### src/rtl/rv_ctl_mw.sv
// rv_ctl_mw: multicycle RISC-V control FSM with handshaked variable-latency memory,
// bus-error and illegal-instruction traps, and cycle/instret counters.
module rv_ctl_mw #(
    parameter int MEM_TIMEOUT  = 16,
    parameter int CNT_W        = 32,
    parameter int ILLEGAL_TRAP = 1
) (
    input  logic             clk,
    input  logic             rst,
    input  logic [31:0]      instr,
    input  logic             zero,
    input  logic             mem_ready,
    output logic             mem_req,
    output logic             memrw,
    output logic             pcsourse,
    output logic             pcwrite,
    output logic             pccen,
    output logic             irwrite,
    output logic             mdrwrite,
    output logic             regwen,
    output logic [1:0]       wbsel,
    output logic [1:0]       immsel,
    output logic [1:0]       asel,
    output logic [1:0]       bsel,
    output logic [3:0]       alusel,
    output logic             halted,
    output logic             bus_err,
    output logic             illegal,
    output logic [CNT_W-1:0] cycle_cnt,
    output logic [CNT_W-1:0] instret_cnt
);
    localparam logic       PC_INC = 1'b0, PC_ALU = 1'b1;
    localparam logic [1:0] WB_MDR = 2'd0, WB_ALUOUT = 2'd1, WB_PC = 2'd2;
    localparam logic [1:0] IMM_L = 2'd0, IMM_S = 2'd1, IMM_B = 2'd2, IMM_J = 2'd3;
    localparam logic [1:0] ALUA_REG = 2'd0, ALUA_PCC = 2'd1;
    localparam logic [1:0] ALUB_REG = 2'd0, ALUB_IMM = 2'd1;
    localparam logic [3:0] ALU_ADD = 4'b0000, ALU_SUB = 4'b0001;
    localparam int WW = $clog2(MEM_TIMEOUT + 2);

    typedef enum logic [3:0] {
        S_FETCH, S_DECODE, S_MEM_ADDR, S_LW_MEM, S_LW_WB, S_SW_MEM,
        S_RTYPE, S_ITYPE, S_ALU_WB, S_BR, S_JAL, S_TRAP
    } state_t;

    state_t            state_q, state_d;
    logic [WW-1:0]     wait_q, wait_d;
    logic              bus_err_q, illegal_q;
    logic [CNT_W-1:0]  cycle_q, instret_q;
    logic [6:0]        opc;
    logic [2:0]        f3;
    logic              is_lw, is_sw, is_addi, is_r, is_beq, is_bne, is_jal, is_known;
    logic              mem_st, timeout, ill_trap;
    logic              unused_bits;

    assign opc         = instr[6:0];
    assign f3          = instr[14:12];
    assign unused_bits = ^{instr[31], instr[29:15], instr[11:7]};
    assign is_lw       = opc == 7'b0000011 && f3 == 3'b010;
    assign is_sw       = opc == 7'b0100011 && f3 == 3'b010;
    assign is_addi     = opc == 7'b0010011 && f3 == 3'b000;
    assign is_r        = opc == 7'b0110011;
    assign is_beq      = opc == 7'b1100011 && f3 == 3'b000;
    assign is_bne      = opc == 7'b1100011 && f3 == 3'b001;
    assign is_jal      = opc == 7'b1101111;
    assign is_known    = is_lw | is_sw | is_addi | is_r | is_beq | is_bne | is_jal;
    assign mem_st      = state_q == S_FETCH || state_q == S_LW_MEM || state_q == S_SW_MEM;
    // a completing handshake on the limit cycle beats the timeout
    assign timeout     = (MEM_TIMEOUT != 0) && mem_st && !mem_ready && wait_q == WW'(MEM_TIMEOUT);
    assign ill_trap    = (ILLEGAL_TRAP != 0) && state_q == S_DECODE && !is_known;
    assign wait_d      = state_d != state_q ? '0 : (mem_st && !mem_ready) ? wait_q + WW'(1) : wait_q;

    always_ff @(posedge clk or posedge rst) begin
        if (rst) begin
            state_q   <= S_FETCH;
            wait_q    <= '0;
            bus_err_q <= 1'b0;
            illegal_q <= 1'b0;
            cycle_q   <= '0;
            instret_q <= '0;
        end else begin
            state_q <= state_d;
            wait_q  <= wait_d;
            if (timeout) bus_err_q <= 1'b1;
            if (ill_trap) illegal_q <= 1'b1;
            if (state_q != S_TRAP) cycle_q <= cycle_q + CNT_W'(1);
            if (state_d == S_FETCH && state_q != S_FETCH) instret_q <= instret_q + CNT_W'(1);
        end
    end

    always_comb begin
        state_d = state_q;
        case (state_q)
            S_FETCH:    state_d = mem_ready ? S_DECODE : timeout ? S_TRAP : S_FETCH;
            S_DECODE:   state_d = (is_lw || is_sw) ? S_MEM_ADDR : is_addi ? S_ITYPE : is_r ? S_RTYPE :
                                  (is_beq || is_bne) ? S_BR : is_jal ? S_JAL :
                                  (ILLEGAL_TRAP != 0) ? S_TRAP : S_FETCH;
            S_MEM_ADDR: state_d = is_sw ? S_SW_MEM : S_LW_MEM;
            S_LW_MEM:   state_d = mem_ready ? S_LW_WB : timeout ? S_TRAP : S_LW_MEM;
            S_SW_MEM:   state_d = mem_ready ? S_FETCH : timeout ? S_TRAP : S_SW_MEM;
            S_RTYPE, S_ITYPE:                  state_d = S_ALU_WB;
            S_LW_WB, S_ALU_WB, S_BR, S_JAL:    state_d = S_FETCH;
            default:    state_d = state_q;
        endcase
    end

    always_comb begin
        mem_req  = 1'b0;
        memrw    = 1'b0;
        pcsourse = PC_INC;
        pcwrite  = 1'b0;
        pccen    = 1'b0;
        irwrite  = 1'b0;
        mdrwrite = 1'b0;
        regwen   = 1'b0;
        wbsel    = WB_PC;
        immsel   = IMM_B;
        asel     = ALUA_REG;
        bsel     = ALUB_REG;
        alusel   = ALU_ADD;
        if (!rst) begin
            case (state_q)
                S_FETCH:    begin mem_req = 1'b1; pcwrite = mem_ready; pccen = mem_ready; irwrite = mem_ready; end
                S_DECODE:   begin asel = ALUA_PCC; bsel = ALUB_IMM; end
                S_MEM_ADDR: begin bsel = ALUB_IMM; immsel = is_sw ? IMM_S : IMM_L; end
                S_LW_MEM:   begin mem_req = 1'b1; mdrwrite = mem_ready; end
                S_LW_WB:    begin wbsel = WB_MDR; regwen = 1'b1; end
                S_SW_MEM:   begin mem_req = 1'b1; memrw = 1'b1; end
                S_RTYPE:    alusel = {instr[14:12], instr[30]};
                S_ITYPE:    begin bsel = ALUB_IMM; immsel = IMM_L; end
                S_ALU_WB:   begin wbsel = WB_ALUOUT; regwen = 1'b1; end
                S_BR:       begin alusel = ALU_SUB; pcsourse = PC_ALU; pcwrite = is_bne ? !zero : zero; end
                S_JAL:      begin immsel = IMM_J; asel = ALUA_PCC; bsel = ALUB_IMM; pcsourse = PC_ALU; pcwrite = 1'b1; regwen = 1'b1; end
                default:    ;
            endcase
        end
    end

    assign halted      = state_q == S_TRAP;
    assign bus_err     = bus_err_q;
    assign illegal     = illegal_q;
    assign cycle_cnt   = cycle_q;
    assign instret_cnt = instret_q;
endmodule

### config.mk
export PLATFORM = sky130hd
export DESIGN_NAME = rv_ctl_mw
export DESIGN_NICKNAME = d
export VERILOG_FILES = /design/src/rtl/rv_ctl_mw.sv
export SDC_FILE = /design/constraint.sdc
export NUM_CORES = 1
export LEC_CHECK = 0
export ABC_AREA = 1
export CAP_MARGIN = 20
export CORE_UTILIZATION = 45
export DETAILED_ROUTE_END_ITERATION = 10
export GPL_TIMING_DRIVEN = 0
export PLACE_DENSITY_LB_ADDON = 0.15
export SLEW_MARGIN = 20
export SYNTH_ARGS = -nofsm -noshare
export SYNTH_HDL_FRONTEND = slang
export SYNTH_SLANG_ARGS = --single-unit
### constraint.sdc
create_clock -name clk -period 13.6 [get_ports clk]
set_input_delay 4.08 -clock clk [delete_from_list [all_inputs] [get_ports clk]]
set_output_delay 4.08 -clock clk [all_outputs]
set_load 0.01 [all_outputs]
* Word-level counts from Yosys, hierarchy flattened
Index checks and enable logic that the tools add are counted.
Storage, ports and cells: output and inout port bits 87, flip-flop bits (word level) 75, latch bits 0, word-level logic and storage cells 106, ROM bits 0, memories kept 0, bits in writable memories 0
Operators by class: bitwise logic cells 6, $add $sub $neg 3, divide/modulo/power cells 0, muxes and demuxes 41, reduce and logical (&&, ||, !) cells 28, shifts and indexed selects 0, magnitude comparators 0, multipliers 0, equal/unequal tests 22
Operators with widths (count):
- adder 32 x 1 -> 32 bit, second input constant | 2
- 2-to-1 mux 4 bit | 10
- case mux 4 bit (7 select lines) | 1
- 2-to-1 mux 1 bit | 20
- == test 4 x 3 -> 1 bit, second input constant | 4
- == test 4 bit, second input constant | 4
- == test 7 x 6 -> 1 bit, second input constant | 2
- == test 7 bit, second input constant | 2
- 2-to-1 mux 5 bit | 2
- logical AND 1 bit | 9
- == test 4 x 2 -> 1 bit, second input constant | 2
- logical NOT 4 bit | 2
- case mux 4 bit (2 select lines) | 1
- OR reduction 4 bit | 2
- == test 7 x 2 -> 1 bit, second input constant | 1
- == test 7 x 5 -> 1 bit, second input constant | 1
- 2-to-1 mux 2 bit | 3
- bitwise OR 1 bit | 6
- case mux 2 bit (3 select lines) | 1
- OR reduction 2 bit | 3
- OR reduction 3 bit | 2
- adder 5 x 1 -> 5 bit, second input constant | 1
- == test 5 bit, second input constant | 1
- == test 4 x 1 -> 1 bit, second input constant | 1
- 12 further kinds | 17

* Logic depth before layout (Yosys ltp)
Gate-level depths: netlist of run 1.
depth after elaboration 10, mapped depth 14, depth with buffers taken out 14

* Worst setup path before layout of run 1
OpenSTA, ideal clock, no wires.
path kind input port to output port, start point in rst, end point out regwen, stages on the path 3, slack 3140 ps, data required time 9520 ps, data arrival time 6380 ps, cell sequence inv_1 > nand4_1 > o21ai_0
Between the ends: cells in the longest elaborated chain, start to end 1
Ends and longest elaborated chain:
- start, declared | line 9 | input logic rst,
- 2-to-1 mux 1 bit | line 120 | if (!rst) begin
- end, declared | line 20 | output logic regwen,
No other way between the ends.

* Final worst setup path of run 1
Ends and elaborated chain as after synthesis.

==> results of run 1 <==
## worst reg2reg max path, stage by stage (launching register included)
cell and delay [ns]:
dfrtp_1 0.41, inv_1 0.10, ha_1 0.15, nand2_1 0.05, nor3_1 0.33, nand3_2 0.17
nand2_1 0.10, and3_1 0.18, buf_4 0.16, nand3_4 0.11, buf_6 0.18, nand2_1 0.06
nand2_1 0.06
## cell usage after synthesis, types with 5 or more instances
| master | instances |
|---|---|
| a21oi_1 | 9 |
| buf_2 | 11 |
| dfrtp_1 | 75 |
| inv_1 | 65 |
| inv_2 | 6 |
| nand2_1 | 178 |
| nand3_1 | 38 |
| nand4_1 | 50 |
| nor2_1 | 79 |
| nor2_2 | 7 |
| nor3_1 | 20 |
| o21ai_0 | 5 |
| xnor2_1 | 21 |
| xor2_1 | 41 |
## worst paths after layout
kind | startpoint | to | slack [ns] | cells after the start
max | rst | regwen | 3.40 | 6
min | illegal | illegal | 0.47 | 1
max reg2reg | wait_q[0] | instret_cnt[20] | 11.43 | 12
min reg2reg | illegal | illegal | 0.47 | 1
max in group asynchronous | rst | instret_cnt[20] | 8.83 | 3
min in group asynchronous | rst | illegal | 4.20 | 2
## area by class of cell
type	count	area share (%)
Buffer	20	2.03
Multi-Input combinational cell	486	41.3
Inverter	72	4.40
Tap cell	136	2.74
Timing Repair Buffer	100	16.4
Clock buffer	11	2.43
Clock inverter	5	0.603
Sequential cell	75	30.2
## through the flow
stage / setup WS, ns / power [mW]
2_1_floorplan: 3.14 / 0.235
3_3_place_gp: 1.58 / 0.242
3_5_place_dp: 3.38 / 0.244
4_1_cts: 3.38 / 0.406
5_1_grt: 3.15 / 0.418
6_report: 3.40 / 0.403
## registers in the layout, indices dropped and copies added (netlist names)
register     cells
bus_err          1
cycle_cnt       32
illegal          1
instret_cnt     32
state_q          4
wait_q           5
## per-layer routing
layer,vias up,track usage (%),wire [microns]
met5,-,0,0
met4,0,5.06,163
met3,11,5.19,713
met2,152,36.7,5520
met1,2172,33.0,5890
li1,2337,-,-
## power breakdown
group	switching [mW]	total (mW)	internal, mW
combinational	0.00935	0.0155	0.00617
sequential	0.000255	0.223	0.223
clock	0.0880	0.164	0.0765
## cells by family after synthesis
logic type	count (synthesis)
buf+inv	92
compound gates	20
fa+ha+maj	4
flops	75
xor+xnor	62
other cells	1
simple gates	398
==> insert_results.sql, run 1 <==
INSERT INTO impl_metrics (metric_group, metric, value, unit) VALUES
('run_status', 'result_of_the_run', 'finished clean', ''),
('synth', 'yosysWarnings', '0', ''),
('hold_path', 'hold_path_class', 'reg -> reg', ''),
('placement', 'sum_of_net_half_perimeters_after_detailed_placement', '9490', 'microns'),
('clock_tree', 'cts_made_buffers', '9', ''),
('sta', 'max-slew-margin-rel', '65.2', '%'),
('global_route', 'first_global_vias', '4458', ''),
('critical_path', 'crit_arrival', '6.12', 'ns'),
('placement', 'replace_congestion', '0.912', ''),
('sta', 'final.setup.tns', '0', 'ns'),
('finish', 'area.growth.synth_to_final', '28.6', '%'),
('synth', 'combinational_family_with_the_most_area_after_synthesis', 'simple AND/OR/NAND/NOR gates', ''),
('clock_tree', 'cts_tree', 'done', ''),
('critical_path', 'timing.critical_path.max_delay_family', 'buffers and inverters', ''),
('sta', 'period_needed', '10.20', 'ns'),
('routing', 'detail_route.iter0.violations', '263', ''),
('synth', 'yosysSeqAreaShare', '38.8', '%'),
('placement', 'place.port_buffers', '99', ''),
('routing', 'via_per_inst', '5.16', ''),
('synth', 'synthXorXnorAreaFrac', '11.2', '%'),
('synth', 'dominantRegCellSynth', 'dfrtp_1', ''),
('synth', 'synth-edff-count', '0', ''),
('finish', 'ff_latch_area', '1880', 'sq um'),
('synth', 'post_synth_num_cell_types', '36', ''),
('placement', 'place_area', '6030', 'sq um'),
('synth', 'synth.area.top_cells', 'dfrtp_1 (39%), nand2_1 (14%), xor2_1 (7.4%), nand4_1 (6.5%), nor2_1 (6.1%)', ''),
('sta', 'timing.final.crit_share', '75.0', '%'),
('floorplan', 'floorplan.die.width', '106', 'microns'),
('synth', 'async_flop_share', '100', '%'),
('sta', 'finalSetupViolCount', '0', ''),
('clock_tree', 'post_cts_resize_count', '0', ''),
('synth', 'post_synth_instance_area', '4840', 'sq um'),
('synth', 'synthesized_area_divided_by_synthesized_cell_count', '7.42', 'sq um'),
('finish', 'final_layout_size_suffix_gt1_share', '8.97', '%'),
('routing', 'drtPass1Iterations', '5', ''),
('run', 'max_cap_viol_count', '0', ''),
('floorplan', 'fp.dieArea', '11200', 'sq um'),
('global_route', 'first_pass_grt_wire_length', '20900', 'microns'),
('clock_tree', 'h-tree-depth', '3', ''),
('synth', 'gate_count_after_technology_mapping', '652', ''),
('critical_path', 'slowest_stage', 'clkdlybuf4s50_1', ''),
('sta', 'fin_skew', '0.0110', 'ns'),
('synth', 'synthSimpleGateAreaFrac', '38.3', '%'),
('clock_tree', 'cts_max_path_buffers', '2', ''),
('clock_tree', 'post_cts_hold_buffer_count', '0', ''),
('finish', 'final_instance_count_excl_fillers', '905', ''),
('finish', 'layout.nets', '804', ''),
('clock_tree', 'post-cts-setup-buffers', '0', ''),
('floorplan', 'io_pins', '123', ''),
('pwr', 'power_per_cell_area', '64.8', 'nW/um^2'),
('critical_path', 'worstPathCellList', 'clkdlybuf4s50_1 -> inv_4 -> buf_16 -> nand4_1 -> o21ai_0 -> clkdlybuf4s50_1', ''),
('critical_path', 'most_common_cell_on_crit_path', 'clkdlybuf4s50_1', ''),
('finish', 'final_cell_mix', 'nand2_1 (178), clkdlybuf4s50_1 (99), nor2_1 (79)', ''),
('critical_path', 'element_type_at_the_critical_path_start', 'input port', ''),
('finish', 'antennaDiodeCount', '0', ''),
('synth', 'post_synth_fa_ha_maj_area_fraction', '1.03', '%'),
('routing', 'totalWireLength', '12300', 'microns'),
('synth', 'muxShareOfSynthArea', '0', '%'),
('global_route', 'antenna_violations_before_repair', '0', ''),
('clock_tree', 'root_buffer', 'clkbuf_8', ''),
('finish', 'design_area', '6220', 'sq um'),
('global_route', 'total_grt_overflow', '0', ''),
('floorplan', 'core_region_area', '10400', 'sq um'),
('sta', 'timing.fmax', '98.0', 'MHz'),
('finish', 'num-fill-cells', '994', ''),
('finish', 'final_util', '60.0', '%'),
('floorplan', 'floorplan.die.height', '106', 'microns'),
('synth', 'yosys_register_bits', '75', ''),
('global_route', 'global_route.usage.total', '23.4', '%'),
('sta', 'tightest_slew', '0.518', 'ns'),
('clock_tree', 'cts.sink_count', '75', '');
No activity file was read; power rests on OpenSTA's default activity.
==> run 2, diff against run 1 <==
Clock period 13.6 ns to 8.5 ns, I/O delays scaled along.
==> results of run 2 <==
Same layout as run 1 (identical final DEF). Status: finished clean.
Among the figures that moved: setup slack after placement 3.38 ns -> 1.34 ns; setup slack after layout 3.40 ns -> 1.36 ns; register-to-register setup slack 11.43 ns -> 6.33 ns; total power 0.403 mW -> 0.645 mW; worst IR drop on VDD 46.7 uV -> 74.7 uV
